File: src/rtl/byte_packer_8b.sv
// Variable-length byte packer: compacts 0..8 byte beats into dense 8-byte words via a 16-byte accumulator.
// Optional BYTE_PACKER_STATS_EN adds packed_words / stall_cycles counters.
module byte_packer_8b (
    input  logic        clk,
    input  logic        reset_n,
    input  logic        in_valid,
    output logic        in_ready,
    input  logic [63:0] in_data,
    input  logic [3:0]  in_count,
    input  logic        in_flush,
    output logic        out_valid,
    input  logic        out_ready,
    output logic [63:0] out_data,
    output logic [3:0]  out_count
`ifdef BYTE_PACKER_STATS_EN
    ,
    output logic [15:0] packed_words,
    output logic [15:0] stall_cycles
`endif
);

    logic [127:0] acc;
    logic [4:0]   level;
    logic         flush_pending;

    logic         push;
    logic         pop;
    logic [3:0]   level_min;
    logic [3:0]   cnt_eff;
    logic [4:0]   pop_count;
    logic [4:0]   push_count;
    logic [4:0]   level_after_pop;
    logic [4:0]   level_next;
    logic [63:0]  in_masked;
    logic [127:0] acc_next;

    // Outputs depend only on registered state, never on inputs.
    assign in_ready  = (level <= 5'd8) && !flush_pending;
    assign out_valid = (level >= 5'd8) || (flush_pending && (level != 5'd0));
    assign level_min = (level >= 5'd8) ? 4'd8 : level[3:0];
    assign out_count = out_valid ? level_min : 4'd0;

    always_comb begin
        out_data = 64'd0;
        for (int k = 0; k < 8; k++) begin
            if (4'(k) < out_count)
                out_data[8*k +: 8] = acc[8*k +: 8];
        end
    end

    assign push = in_valid && in_ready;
    assign pop  = out_valid && out_ready;

    // Illegal counts 9..15 saturate to a full beat.
    assign cnt_eff         = in_count[3] ? 4'd8 : in_count;
    assign pop_count       = pop ? {1'b0, out_count} : 5'd0;
    assign push_count      = push ? {1'b0, cnt_eff} : 5'd0;
    assign level_after_pop = level - pop_count;
    assign level_next      = level_after_pop + push_count;

    always_comb begin
        in_masked = 64'd0;
        for (int k = 0; k < 8; k++) begin
            if (4'(k) < cnt_eff)
                in_masked[8*k +: 8] = in_data[8*k +: 8];
        end
    end

    // Bytes above level are always zero, so the new beat can simply be OR-ed in.
    always_comb begin
        acc_next = acc >> {pop_count, 3'b000};
        if (push)
            acc_next = acc_next | ({64'd0, in_masked} << {level_after_pop, 3'b000});
    end

    always_ff @(posedge clk or negedge reset_n) begin
        if (!reset_n) begin
            acc           <= 128'd0;
            level         <= 5'd0;
            flush_pending <= 1'b0;
        end else begin
            acc   <= acc_next;
            level <= level_next;
            if (push && in_flush && (level_next != 5'd0))
                flush_pending <= 1'b1;
            else if (level_next == 5'd0)
                flush_pending <= 1'b0;
        end
    end

`ifdef BYTE_PACKER_STATS_EN
    always_ff @(posedge clk or negedge reset_n) begin
        if (!reset_n) begin
            packed_words <= 16'd0;
            stall_cycles <= 16'd0;
        end else begin
            if (pop)
                packed_words <= packed_words + 16'd1;
            if (in_valid && !in_ready)
                stall_cycles <= stall_cycles + 16'd1;
        end
    end
`endif

endmodule

File: config.mk
export PLATFORM = sky130hd
export DESIGN_NAME = byte_packer_8b
export DESIGN_NICKNAME = d
export VERILOG_FILES = /design/src/rtl/byte_packer_8b.sv
export SDC_FILE = /design/constraint.sdc
export NUM_CORES = 1
export LEC_CHECK = 0
export CAP_MARGIN = 20
export CORE_ASPECT_RATIO = 0.6
export CORE_MARGIN = 4
export CORE_UTILIZATION = 40
export DETAILED_ROUTE_END_ITERATION = 12
export PLACE_DENSITY = 0.62
export SLEW_MARGIN = 20
export SYNTH_ARGS = -nofsm -noshare
export SYNTH_HDL_FRONTEND = slang
export SYNTH_SLANG_ARGS = --single-unit
File: constraint.sdc
create_clock -name clk -period 6.3 [get_ports clk]
set_input_delay 1.26 -clock clk [delete_from_list [all_inputs] [get_ports clk]]
set_output_delay 1.26 -clock clk [all_outputs]
set_load 0.01 [all_outputs]
==> flow_summary.json <==
{
  "startpoint": "level[3]$_DFF_PN0_",
  "remaining_drc_errors": 0,
  "cts_buffer_depth": 2,
  "synth_edf_count": 0,
  "path_delay_family": "simple AND/OR/NAND/NOR gates",
  "track_usage_pct": 35.4,
  "clock_skew_ns": 0.0112,
  "postCtsSetupBuffers": 0,
  "routabilityCongestion": 1.00,
  "row_count": 51,
  "crit_chain": "buf_4 > nor2_1 > clkinv_1 > buf_4 > nor2_1 > nor2_1 > and2_1 > clkdlybuf4s50_1",
  "hold_class": "reg -> reg",
  "ys_seq_elements": 134,
  "slew_viol_final": 0,
  "tightest_slew_ns": 1.12,
  "num-nets-final": 1822,
  "grt_max_degree": 74,
  "p_comb_share_pct": 67.9,
  "yosys_warnings": 0,
  "clkPwrFrac_pct": 12.2,
  "htree_levels": 4,
  "syn_area_um2": 13300,
  "worstPathRequired_ns": 5.04,
  "hold_buffers": 0,
  "slew_headroom_pct": 25.2,
  "cts.reportedPaths.clkPinSlew_ns": 0.06,
  "period_share_pct": 87.6,
  "synth_cells": 1696,
  "ios": 143,
  "utilization_pct": 47.8,
  "wire_per_inst_um": 30.5,
  "firstDrtPassIters": 8,
  "routed_via_density": 7.13,
  "p_int_mw": 3.82,
  "clk_latency_ns": 0.46,
  "die_h_um": 149,
  "worstRegToRegCells": 10,
  "ys.flop_type": "dfrtp_1",
  "r2r-end": "acc[105]$_DFF_PN0_",
  "fmax_mhz": 181,
  "grt_pass1_wl_um": 97300,
  "crit_top_cell": "nor2_1",
  "syn-num-nets": 1779,
  "p_seq_share_pct": 19.9,
  "overflow": 0,
  "port_buffers": 142,
  "post-route-min-period_ns": 5.52,
  "crit_cells": 8,
  "r2r_setup_slack_ns": 1.93,
  "dieArea_um2": 36300,
  "status": "finished, final reports clean",
  "syn_avg_cell_area_um2": 7.83,
  "yosysSeqAreaShare_pct": 25.3,
  "cp_max_fo": 11,
  "slowest_stage": "nor2_1",
  "post_cts_resized": 0,
  "layout-drive-gt1-share_pct": 7.94,
  "core_um2": 32500,
  "area_growth_pct": 17.1,
  "power_leakage_nw": 6.68,
  "path_buf_inv": 4,
  "final_hold_viol_count": 0,
  "clock_sinks": 134,
  "root_buffer": "clkbuf_16",
  "vias": 15500,
  "sw_frac_of_total_pct": 54.5,
  "slowest_delay_ns": 0.75,
  "rsz0062_at_grt": "no",
  "maxCapViolCount": 0,
  "p_per_area_nw_per_um2": 541,
  "hpwl_um": 47700,
  "initial_core_util_pct": 40.8,
  "path_class": "reg -> out",
  "grt_antenna_before_repair": 1,
  "end_kind": "output pin",
  "switching_power_mw": 4.58,
  "routed_wl_um": 66200,
  "cts_buffers": 17,
  "finalSetupViolations": 0,
  "drt_iter0_markers": 2467,
  "vdd_drop_max_mv": 0.292,
  "grt_pass1_vias": 14700,
  "timing.rr.start": "flush_pending$_DFFE_PN0P_",
  "async_reset_ff_share_pct": 100,
  "endpoint": "out_data[52]",
  "yosysUniqueCellTypes": 81,
  "holdWs_ns": 0.608,
  "cts_tree": "done",
  "tns_ns": 0,
  "dieWidth_um": 243,
  "crit_arrival_ns": 4.26,
  "detail-route-antenna-nets": 0,
  "critPathLaunchType": "flip-flop"
}
[cells by family after synthesis]
logic type / synth area share, %
fa+ha+maj: 1.06
flops: 25.3
buf+inv: 5.91
xor+xnor: 0.650
compound gates: 34.1
mux: 13.2
simple gates: 19.8
[final cells by class]
class,count,area (um^2)
clock buffers,26,489
inverters,21,80.1
clock inverters,4,70.1
diodes,1,2.50
multi-input cells,1374,9220
flip-flops and latches,134,3360
well taps,424,531
repair buffers,191,1790
fillers,3202,17000
[state kept, by name (all words and copies together), names as in the netlist]
| name | flops |
|---|---|
| flush_pending | 1 |
| level | 5 |
| acc | 128 |
[placed cells by master, fill, tap and decap left out, types with 6 or more instances in the layout]
cell               n
o21a_1             6
o221ai_1          19
buf_4             49
mux2_2            23
dfrtp_1          133
a221oi_1          28
o211ai_1          30
inv_1             12
o32ai_1           12
o2bb2ai_1         11
a22oi_1           37
o22ai_1           50
a21oi_1          132
nand4_1            6
a32o_1             9
o32a_1             7
clkbuf_1           6
a22o_1            19
nand2b_1           6
nand3_1           46
nor3_1            20
a31oi_1           23
mux2i_1          145
nand2_1          201
a211oi_1          56
a221o_1           20
clkdlybuf4s50_1  141
a32oi_1           37
nor2_1           103
and3_1            33
nor2b_1           34
and2_1            51
o21ai_0           76
o21ai_1           12
clkbuf_16         17
or3_1             11
a2bb2oi_1         15
ha_1               7
[power groups by stage]
stage / clock network [mW] / registers, mW / logic, mW
after floorplan: 0 / 1.41 / 3.60
after global placement: 0 / 1.67 / 5.49
after detailed placement: 0 / 1.66 / 5.50
after CTS: 1.02 / 1.64 / 5.53
after global routing: 1.06 / 1.69 / 6.01
final: 1.03 / 1.67 / 5.70
[synth_stat cells, types with 6 or more instances]
cell type / instances / area [um^2]
nand2_1: 202 / 758
mux2i_1: 145 / 1450
dfrtp_1: 134 / 3350
a21oi_1: 132 / 661
nor2_1: 105 / 394
clkbuf_1: 85 / 319
o21ai_0: 77 / 385
a211oi_1: 56 / 420
and2_1: 51 / 319
o22ai_1: 50 / 313
nand3_1: 46 / 230
buf_2: 42 / 210
a22oi_1: 37 / 278
a32oi_1: 37 / 324
buf_1: 36 / 135
and3_1: 34 / 213
nor2b_1: 34 / 213
o211ai_1: 30 / 225
a221oi_1: 28 / 245
a31oi_1: 23 / 144
mux2_2: 23 / 259
a221o_1: 20 / 200
nor3_1: 20 / 100
a22o_1: 19 / 166
o221ai_1: 19 / 166
a2bb2oi_1: 15 / 131
inv_1: 13 / 48.8
o32ai_1: 12 / 105
o21ai_1: 11 / 55.1
o2bb2ai_1: 11 / 96.3
or3_1: 11 / 68.8
a32o_1: 9 / 90.1
ha_1: 8 / 100
o32a_1: 7 / 70.1
nand2b_1: 6 / 37.5
nand4_1: 6 / 37.5
o21a_1: 6 / 45.0
[worst min path at each step]
stage	start	end	slack, ns	cells past startpoint
global placement	acc[124]$_DFF_PN0_	acc[124]$_DFF_PN0_	0.58	2
finish	acc[124]$_DFF_PN0_	acc[124]$_DFF_PN0_	0.61	2
global route	acc[116]$_DFF_PN0_	acc[52]$_DFF_PN0_	0.65	2
floorplan	acc[112]$_DFF_PN0_	acc[48]$_DFF_PN0_	0.51	2
CTS	acc[124]$_DFF_PN0_	acc[124]$_DFF_PN0_	0.60	2
detailed placement	acc[124]$_DFF_PN0_	acc[124]$_DFF_PN0_	0.59	2
[tightest hold or removal path, delay by kind of cell (launching register included)]
| family | cells | cell delay (ns) |
|---|---|---|
| AOI/OAI and AO/OA | 1 | 0.07 |
| DFF | 1 | 0.44 |
| and+or+nand+nor | 1 | 0.06 |
[stage by stage]
stage               area (um^2)  setup WS (ns)  total power [mW]  instances
finish                    15500          0.782              8.40       2175
detailed placement        15000          0.937              7.16       2144
CTS                       15500          0.945              8.19       2174
floorplan                 13300          0.673              5.01       1696
global route              15500          0.723              8.76       2174
global placement          15000          0.996              7.16       2144
[routing by layer]
layer / wire, um / vias to the layer above / part of all wire, % / global-route usage (%)
li1: - / 6606 / - / -
met1: 27200 / 7600 / 41 / 49.6
met2: 28900 / 1131 / 44 / 53.8
met3: 7820 / 180 / 12 / 8.42
met4: 2320 / 0 / 3.5 / 11.9
met5: 0 / - / 0 / 0
(Power assumes the default switching activity.)
